`src/rtl/hazard_light_sched_pkg.sv`:
```
// hazard_pkg: shared types and helpers for the hazard-light scheduler.
//   mode_t        : sequencer mode-select encoding
//   state_t       : scheduler FSM states
//   mode_len()    : steps in one pattern for a given mode
//   grant_to_mode(): decode of a one-hot grant into the sequencer select
//   idx_after()   : round-robin index following a one-hot owner
package hazard_pkg;

  typedef enum logic [1:0] {
    MODE_CENTER = 2'b00,
    MODE_UP     = 2'b01,
    MODE_DOWN   = 2'b10,
    MODE_OFF    = 2'b11
  } mode_t;

  typedef enum logic {
    ST_IDLE = 1'b0,
    ST_RUN  = 1'b1
  } state_t;

  localparam logic [1:0] LEN_CENTER = 2'd2;
  localparam logic [1:0] LEN_SWEEP  = 2'd3;

  // Pattern length; OFF never runs a pattern, so it reports a single step.
  function automatic logic [1:0] mode_len(input mode_t m);
    case (m)
      MODE_CENTER:      mode_len = LEN_CENTER;
      MODE_UP,
      MODE_DOWN:        mode_len = LEN_SWEEP;
      default:          mode_len = 2'd1;
    endcase
  endfunction

  function automatic mode_t grant_to_mode(input logic [2:0] g);
    case (g)
      3'b001:  grant_to_mode = MODE_CENTER;
      3'b010:  grant_to_mode = MODE_UP;
      3'b100:  grant_to_mode = MODE_DOWN;
      default: grant_to_mode = MODE_OFF;
    endcase
  endfunction

  // Position after the owner in round-robin order (wraps 2 -> 0).
  function automatic logic [1:0] idx_after(input logic [2:0] g);
    case (g)
      3'b001:  idx_after = 2'd1;
      3'b010:  idx_after = 2'd2;
      3'b100:  idx_after = 2'd0;
      default: idx_after = 2'd0;
    endcase
  endfunction

endpackage

```
`src/rtl/hazard_light_sched_rr_pick3.sv`:
```
// rr_pick3: combinational round-robin picker for three requesters.
//   i_req   [2:0] : request bits
//   i_start [1:0] : first index to consider (0..2)
//   o_pick  [2:0] : one-hot first asserted request at or after i_start, 000 if none
module rr_pick3
  import hazard_pkg::*;
(
  input  logic [2:0] i_req,
  input  logic [1:0] i_start,
  output logic [2:0] o_pick
);

  // Fixed priority chain rotated by the start index.
  always_comb begin
    o_pick = 3'b000;
    case (i_start)
      2'd0: begin
        if      (i_req[0]) o_pick = 3'b001;
        else if (i_req[1]) o_pick = 3'b010;
        else if (i_req[2]) o_pick = 3'b100;
        else               o_pick = 3'b000;
      end
      2'd1: begin
        if      (i_req[1]) o_pick = 3'b010;
        else if (i_req[2]) o_pick = 3'b100;
        else if (i_req[0]) o_pick = 3'b001;
        else               o_pick = 3'b000;
      end
      2'd2: begin
        if      (i_req[2]) o_pick = 3'b100;
        else if (i_req[0]) o_pick = 3'b001;
        else if (i_req[1]) o_pick = 3'b010;
        else               o_pick = 3'b000;
      end
      default: o_pick = 3'b000;
    endcase
  end

endmodule

```
`src/rtl/hazard_light_sched.sv`:
```
// hazard_light_sched: round-robin owner scheduling for one shared
// three-lamp hazard-light sequencer. Grants change only at pattern
// boundaries; an owner keeps the sequencer for at least HOLD patterns
// while others wait.
//   HOLD        : minimum whole patterns per grant when contended (>= 1)
//   clk         : rising-edge clock
//   reset_n     : asynchronous active-low reset
//   req   [2:0] : level requests (0 center, 1 sweep-up, 2 sweep-down)
//   mode  [1:0] : sequencer select, registered decode of grant
//   grant [2:0] : one-hot owner, 000 when idle
//   phase [1:0] : step within the current pattern
//   busy        : high while a pattern is running
module hazard_light_sched
  import hazard_pkg::*;
#(
  parameter int HOLD = 2
) (
  input  logic       clk,
  input  logic       reset_n,
  input  logic [2:0] req,
  output logic [1:0] mode,
  output logic [2:0] grant,
  output logic [1:0] phase,
  output logic       busy
);

  localparam int             CW     = (HOLD < 1) ? 1 : $clog2(HOLD + 1);
  localparam logic [CW-1:0]  HOLD_C = CW'(HOLD);

  state_t        r_state;
  mode_t         r_mode;
  logic [2:0]    r_grant;
  logic [1:0]    r_phase;
  logic [1:0]    r_ptr;
  logic [CW-1:0] r_cnt;
  logic          r_busy;

  logic [2:0]    w_idle_pick;
  logic [2:0]    w_other_pick;
  logic [2:0]    w_req_others;
  logic [1:0]    w_after_owner;
  logic [1:0]    w_len;
  logic          w_boundary;
  logic          w_owner_req;
  logic [CW-1:0] w_cnt_next;
  logic          w_handover;
  logic          w_release;

  assign w_req_others  = req & ~r_grant;
  assign w_after_owner = idx_after(r_grant);

  // Winner when starting from IDLE: scan from the RR pointer.
  rr_pick3 u_pick_idle (
    .i_req   (req),
    .i_start (r_ptr),
    .o_pick  (w_idle_pick)
  );

  // Successor candidate at a boundary: scan from just after the owner,
  // excluding the owner itself.
  rr_pick3 u_pick_next (
    .i_req   (w_req_others),
    .i_start (w_after_owner),
    .o_pick  (w_other_pick)
  );

  // Boundary detection and the yield/continue/release decision.
  always_comb begin
    w_len       = mode_len(r_mode);
    w_boundary  = (r_state == ST_RUN) && (r_phase == (w_len - 2'd1));
    w_owner_req = |(req & r_grant);
    // Count including the pattern that ends at this boundary, saturating.
    if (r_cnt >= HOLD_C) begin
      w_cnt_next = HOLD_C;
    end else begin
      w_cnt_next = r_cnt + CW'(1);
    end
    w_handover = 1'b0;
    w_release  = 1'b0;
    if (!w_owner_req) begin
      w_handover = |w_other_pick;
      w_release  = ~|w_other_pick;
    end else if ((w_cnt_next >= HOLD_C) && (|w_other_pick)) begin
      w_handover = 1'b1;
      w_release  = 1'b0;
    end else begin
      w_handover = 1'b0;
      w_release  = 1'b0;
    end
  end

  // Scheduler FSM with phase/pattern counters and registered outputs.
  always_ff @(posedge clk or negedge reset_n) begin
    if (!reset_n) begin
      r_state <= ST_IDLE;
      r_mode  <= MODE_OFF;
      r_grant <= 3'b000;
      r_phase <= 2'd0;
      r_ptr   <= 2'd0;
      r_cnt   <= {CW{1'b0}};
      r_busy  <= 1'b0;
    end else begin
      case (r_state)
        ST_IDLE: begin
          // Sequencer is held at its first step while idle.
          r_phase <= 2'd0;
          r_cnt   <= {CW{1'b0}};
          if (|req) begin
            r_state <= ST_RUN;
            r_grant <= w_idle_pick;
            r_mode  <= grant_to_mode(w_idle_pick);
            r_ptr   <= idx_after(w_idle_pick);
            r_busy  <= 1'b1;
          end else begin
            r_grant <= 3'b000;
            r_mode  <= MODE_OFF;
            r_busy  <= 1'b0;
          end
        end
        ST_RUN: begin
          if (!w_boundary) begin
            r_phase <= r_phase + 2'd1;
          end else begin
            r_phase <= 2'd0;
            if (w_handover) begin
              r_grant <= w_other_pick;
              r_mode  <= grant_to_mode(w_other_pick);
              r_ptr   <= idx_after(w_other_pick);
              r_cnt   <= {CW{1'b0}};
            end else if (w_release) begin
              r_state <= ST_IDLE;
              r_grant <= 3'b000;
              r_mode  <= MODE_OFF;
              r_busy  <= 1'b0;
              r_cnt   <= {CW{1'b0}};
            end else begin
              r_cnt   <= w_cnt_next;
            end
          end
        end
        default: begin
          r_state <= ST_IDLE;
          r_mode  <= MODE_OFF;
          r_grant <= 3'b000;
          r_phase <= 2'd0;
          r_cnt   <= {CW{1'b0}};
          r_busy  <= 1'b0;
        end
      endcase
    end
  end

  assign mode  = r_mode;
  assign grant = r_grant;
  assign phase = r_phase;
  assign busy  = r_busy;

endmodule

```
`config.mk`:
```
export PLATFORM = sky130hd
export DESIGN_NAME = hazard_light_sched
export DESIGN_NICKNAME = d
export VERILOG_FILES = /design/src/rtl/hazard_light_sched_pkg.sv /design/src/rtl/hazard_light_sched_rr_pick3.sv /design/src/rtl/hazard_light_sched.sv
export SDC_FILE = /design/constraint.sdc
export NUM_CORES = 1
export LEC_CHECK = 0
export CAP_MARGIN = 15
export CORE_ASPECT_RATIO = 2
export CORE_MARGIN = 2
export CORE_UTILIZATION = 30
export DETAILED_ROUTE_END_ITERATION = 8
export PLACE_DENSITY = 0.52
export REMOVE_ABC_BUFFERS = 1
export SYNTH_ARGS = -nofsm -noshare
export SYNTH_HDL_FRONTEND = slang
export SYNTH_SLANG_ARGS = --single-unit
```
`constraint.sdc`:
```
create_clock -name clk -period 2.5 [get_ports clk]
set_input_delay 0.25 -clock clk [delete_from_list [all_inputs] [get_ports clk]]
set_output_delay 0.25 -clock clk [all_outputs]
set_load 0.005 [all_outputs]
```
## Word level (Yosys, flattened, before mapping)

Index checks and enable logic that the tools add are counted.

- $add $sub $neg: 3
- Order comparisons: 2
- Equal/unequal tests: 21
- Muxes and demuxes: 59
- Bitwise gates (word level): 4
- Reduce and logical (&&, ||, !) cells: 13

Operators by type and width:

| operator | count |
|---|---|
| $mux 3 | 18 |
| $pmux 2 s2 | 8 |
| $mux 2 | 14 |
| $pmux 3 s3 | 2 |
| $mux 1 | 12 |
| $pmux 2 s3 | 2 |
| $eq 3x1->1 const B | 3 |
| $eq 3x2->1 const B | 3 |
| $reduce_or 3->1 | 3 |
| $and 3x3->3 | 2 |
| $eq 2x1->1 const B | 3 |
| $eq 2x2->1 const B | 3 |
| $eq 3x3->1 const B | 2 |
| $logic_not 2->1 | 3 |
| $ne 2x1->1 const B | 3 |
| $pmux 3 s2 | 1 |
| $reduce_and 3->1 | 2 |
| $add 2x1->2 const B | 2 |
| $ge 2x2->1 const B | 2 |
| $ne 2x2->1 const B | 2 |
| $pmux 1 s2 | 2 |
| $ne 3x1->1 const B | 1 |
| $not 3->3 | 1 |
| $eq 2x2->1 | 1 |
| 6 further kinds | 7 |

- Bits in registers: 13
- Bits of input ports: 5
- Output and inout port bits: 8
- Word-level logic and storage cells: 109

## Depth between registers and ports, before layout

Gate-level depths: netlist (run 1).

- Depth after elaboration: 13
- Depth in mapped cells: 7
- Depth with buffers taken out: 6

## By module

Synthesis (run 1) repeated with hierarchy kept, for this count alone.

- Cells, all modules: 95
- Area total of the unflattened synthesis: 909.6 µm²

Modules (own cells, without submodules):

| module | instances | cells an instance | area each (µm²) | seq. area each (µm²) |
|---|---|---|---|---|
| hazard_light_sched | 1 | 77 | 794.5 | 327.8 |
| rr_pick3 | 2 | 9 | 57.6 | 0.0 |

## Least setup slack after synthesis (run 1)

Ideal clock, no wire load.

- Path kind: reg-to-reg
- Start point: reg r_mode[0], in the netlist mode[0]
- End point: reg r_grant[0], in the netlist grant[0]
- Library setup time: 0.125 ns
- Data arrival time: 1.943 ns
- Required time: 2.375 ns
- Slack: 0.432 ns
- Stages on the path, launching flop included: 8
- Path buffers: 1
- Period minus slack after synthesis: 2.068 ns
- Cell sequence: dfstp_2 > inv_1 > ha_1 > xor2_1 > a311oi_1 > a221o_1 > buf_6 > mux2_4

- Word-level cells in the longest chain between the ends: 8
- Elaborated cells between the ends (all ways): 10
- Those cells by class: add/sub (1); eq/ne (4); mux (1); reduce/logical (4)

Ends and longest elaborated chain:

| item | line | RTL |
|---|---|---|
| start, declared | hazard_light_sched.sv:31 | `mode_t r_mode;` |
| start signal, assigned | hazard_light_sched.sv:111 | `r_mode <= grant_to_mode(w_idle_pick);` |
| start signal, assigned | hazard_light_sched.sv:127 | `r_mode <= grant_to_mode(w_other_pick);` |
| $eq 2x1->1 / $eq 2x2->1 (equally long branches) | hazard_light_sched_pkg.sv:26 | `case (m)` |
| $reduce_or 2->1 | hazard_light_sched_pkg.sv:26 |  |
| $pmux 2 s2 (*) | hazard_light_sched_pkg.sv:26 |  |
| $sub 2x1->2 (*) | hazard_light_sched.sv:70 | `w_boundary = (r_state == ST_RUN) && (r_phase == (w_len - 2'd1));` |
| $eq 2x2->1 (*) | hazard_light_sched.sv:70 |  |
| $logic_and 1x1->1 (*) | hazard_light_sched.sv:70 |  |
| $ne 2x1->1 (no line) (*) | n/a |  |
| $reduce_and 2->1 (no line) (*) | n/a |  |
| end signal, assigned | hazard_light_sched.sv:110 | `r_grant <= w_idle_pick;` |
| end signal, assigned | hazard_light_sched.sv:126 | `r_grant <= w_other_pick;` |
| end, declared | hazard_light_sched.sv:32 | `logic [2:0] r_grant;` |

Mark *: on every way between the ends. The rest lies on a longest branch, timed or not.
A chain may end at the register's enable or synchronous reset.

## Worst setup path in the final report (run 1)

Ends and elaborated chain as after synthesis.

==> impl_metrics.csv, run 1 <==
group,metric,value,unit
yosys,synth_area_in_compound_gates,0.2307,
cts,postCtsSetupBuffers,0,
worst_setup_path,cp_num_buf_inv,1,
detailed_routing,routed-via-count,691,
layout,fillCellCount,279,
yosys,synth_seq_cells,13,
layout,post-route-util,0.3895,
worst_setup_path,kind_of_end_point_of_the_critical_path,"flip-flop",
detailed_routing,detail_route.drc_violations,0,
detailed_routing,via_per_inst,5.441,
yosys,synth-xor-area-share,0.04180,
cts,h_tree_depth,1,
yosys,synthesis.instances,84,
cts,clk_latency,0.25,ns
yosys,synth_area_leaders,"dfrtp_1 34%, dfstp_2 6.5%, mux2_4 5.6%",
cts,clk_pin_slew_worst_paths,0.06,ns
sta,drv_slew,0,
placement,dp.final_hpwl,1652,um
layout,drive_above_1_share,0.1313,
flow_run,drv_cap,0,
detailed_routing,wl_per_cell,16.57,um
placement,final_replace_weighted_congestion,0.8860,
yosys,postSynth.asyncResetShare,1.000,
yosys,most_repeated_cell_in_the_gate_level_netlist_after_synthesis,"dfrtp_1",
cts,cts_root_buf,"clkbuf_8",
floorplan,initial_utilization,0.3145,
layout,fin_nets,106,
detailed_routing,dr.max_layer_used,"met4",
pwr,total_leakage_power,0.4219,nW
global_routing,first_global_vias,726,
layout,multi_input_comb_area,431.7,sq um
global_routing,antenna_found_initial,0,
floorplan,die-width,40.71,um
placement,placed_cell_areas,955.9,sq um
cts,tritoncts_clock_tree,"yes",
sta,fin_worst_hold_slack,0.3804,ns
cts,number_of_instances_resized_during_post_cts_repair,0,
global_routing,grt_max_degree,14,
sta,max_freq,426.0,MHz
layout,fin_cells,127,
layout,regArea,327.8,sq um
floorplan,coreArea,2570,sq um
sta,min_period_over_period,0.9390,
yosys,synth_top_flop_cell,"dfrtp_1",
yosys,top_cell_types_by_occurrence_after_synthesis,"11 x dfrtp_1, 7 x a21oi_1, 7 x nor2_1",
sta,finalHoldViolations,0,
sta,worst_clock_skew,0.006465,ns
yosys,synth_area_leader_cell,"dfrtp_1",
worst_setup_path,worst_path_dominant_cell_family,"compound AO/OA/AOI/OAI gates",
detailed_routing,met3_routed_wirelength,71,um
sta,finalCriticalPeriod,2.347,ns
cts,cts.sinks,13,
yosys,synth_sequential_area_ratio,0.4056,
sta,slew-limit-headroom,0.6047,
sta,rsz0062_at_grt,"no",
layout,design_area,1001,sq um
global_routing,grt_remaining_overflow,0,
worst_setup_path,crit_path_top_delay_cell,"dfstp_2",
worst_setup_path,worst_path_largest_cell_delay,0.53,ns
cts,number_of_buffers_added_by_the_clock_tree_synthesis_step,3,
floorplan,die_area,3151,sq um
yosys,post-synth-top-area-fraction,0.3406,
cts,hold_buffers,0,
floorplan,rows,26,
worst_setup_path,timing.setup.critical_path_class,"reg2reg",
detailed_routing,ant_nets,0,
sta,setup_viol,0,
worst_setup_path,cp_cell_sequence,"inv_1 -> ha_1 -> xor2_1 -> a311oi_1 -> a221o_1 -> mux2_4",
detailed_routing,detailed_routed_wire_length_on_met2,1165,um
worst_setup_path,startpoint_type,"flip-flop",
worst_setup_path,critPathMaxFanout,8,
cts,clockBufferDepth,2,
layout,num_antenna_cells,0,
detailed_routing,wl_met1,734,um
sta,setup_total_neg_slack,0,ns
yosys,area_share_of_and_or_nand_nor_cells_after_synthesis,0.1656,
hold_path,hold_path_class,"in2async",
global_routing,wire_length_of_the_first_global_routing_pass,3519,um
detailed_routing,wirelength,2105,um
global_routing,track_usage,0.1685,
yosys,synth_area,808.3,sq um
worst_setup_path,worstPathRequired,2.63,ns
yosys,yosys-mux-area-fraction,0.08050,
floorplan,io-pin-count,13,
yosys,synth-warning-count,0,
yosys,synthesis.area_per_instance,9.622,sq um
detailed_routing,drtIter0Drc,19,
pwr,irDropWorstVdd,0.5300,mV
yosys,synth-edff-count,0,
yosys,dominant_combinational_cell_family_by_area_after_synthesis,"compound AO/OA/AOI/OAI gates",
placement,dpl.cell_count,123,
layout,syn2layout_area_growth,23.84,%
yosys,synth_fa_ha_area_frac,0.01548,
status,outcome,"finished, final reports clean",
floorplan,die_y_extent,77.41,um
yosys,netlist-cell-type-count,37,
sta,worst_pin_slew,0.5911,ns
worst_setup_path,worstPathArrival,2.48,ns
pwr,powerDensity,1398,nW/um^2
placement,port_buffers,12,
detailed_routing,firstDrtPassIters,4,
[kinds of logic after synthesis]
kind of cell | Yosys count
buffers and inverters | 9
adder cells (fa/ha/maj) | 1
AND/OR/NAND/NOR | 25
XOR/XNOR | 3
AO/OA/AOI/OAI | 28
flip-flops | 13
multiplexers | 5
[state kept, by name, indices dropped and copies added, names as in the netlist]
register / flops
grant: 3
mode: 2
phase: 2
r_cnt: 2
r_ptr: 2
busy: 1
r_state: 1
[area by class of cell]
class / instances / share of cell area
repair buffers: 15 / 0.1425
clock buffers: 4 / 0.04500
well taps: 28 / 0.03500
multi-input cells: 62 / 0.4312
flip-flops and latches: 13 / 0.3275
inverters: 5 / 0.01875
[metrics by stage]
step,setup slack (ns),power [W]
after global routing,0.01897,0.001523
after floorplan,0.3658,0.0009365
final,0.1526,0.001400
after detailed placement,0.1757,0.001218
after global placement,0.1963,0.001211
after CTS,0.1484,0.001417
[worst reg2reg max path, cell delays in order, from the launching register on]
cell	delay (ns)
dfstp_2	0.53
inv_1	0.05
ha_1	0.29
xor2_1	0.21
a311oi_1	0.36
a221o_1	0.46
mux2_4	0.34
[report_power, final]
part	leakage [nW]	internal, W	switching [W]
clock network	0.0228	0.000113	0.0000771
logic	0.241	0.000408	0.000390
registers	0.158	0.000314	0.0000985
[final timing paths]
check	endpoint	slack (ns)	cells after the start	from
max	grant[0]	0.15	6	mode[0]
min	phase[1]	0.38	1	reset_n
max reg2reg	grant[0]	0.15	6	mode[0]
min reg2reg	busy	0.48	1	busy
max in group asynchronous	phase[0]	1.73	1	reset_n
min in group clk	busy	0.48	1	busy
[metal layers]
metal	up-vias	global-route usage
met5	-	0
met2	19	0.2698
met4	0	0.1300
met1	322	0.1704
li1	337	-
met3	13	0.03714
[cell usage in the layout (no fill, tap or decap), types with 2 or more instances in the layout]
cell type	Yosys	routed
clkdlybuf4s50_1	0	12
o31ai_1	2	2
nand2b_1	4	4
mux2i_1	2	2
o21ai_0	5	5
a22o_1	2	2
clkbuf_8	0	3
nor2b_1	3	3
inv_1	5	5
buf_4	0	3
dfrtp_1	11	11
nor2_1	7	7
a21oi_1	7	7
nand2_1	3	3
nor3_1	2	2
dfstp_2	2	2
a31oi_1	2	2
mux2_4	3	3
No activity file was read; power rests on OpenSTA's default activity.
==> inputs of run 2 (changes only) <==
--- a/config.mk
+++ b/config.mk
@@ -9,6 +9,7 @@
 export CORE_ASPECT_RATIO = 2
 export CORE_MARGIN = 2
 export CORE_UTILIZATION = 30
+export CTS_CLUSTER_SIZE = 10
 export DETAILED_ROUTE_END_ITERATION = 8
 export PLACE_DENSITY = 0.52
 export REMOVE_ABC_BUFFERS = 1
==> results of run 2 <==
No change in the layout: final DEF, timing and power equal those of run 1.
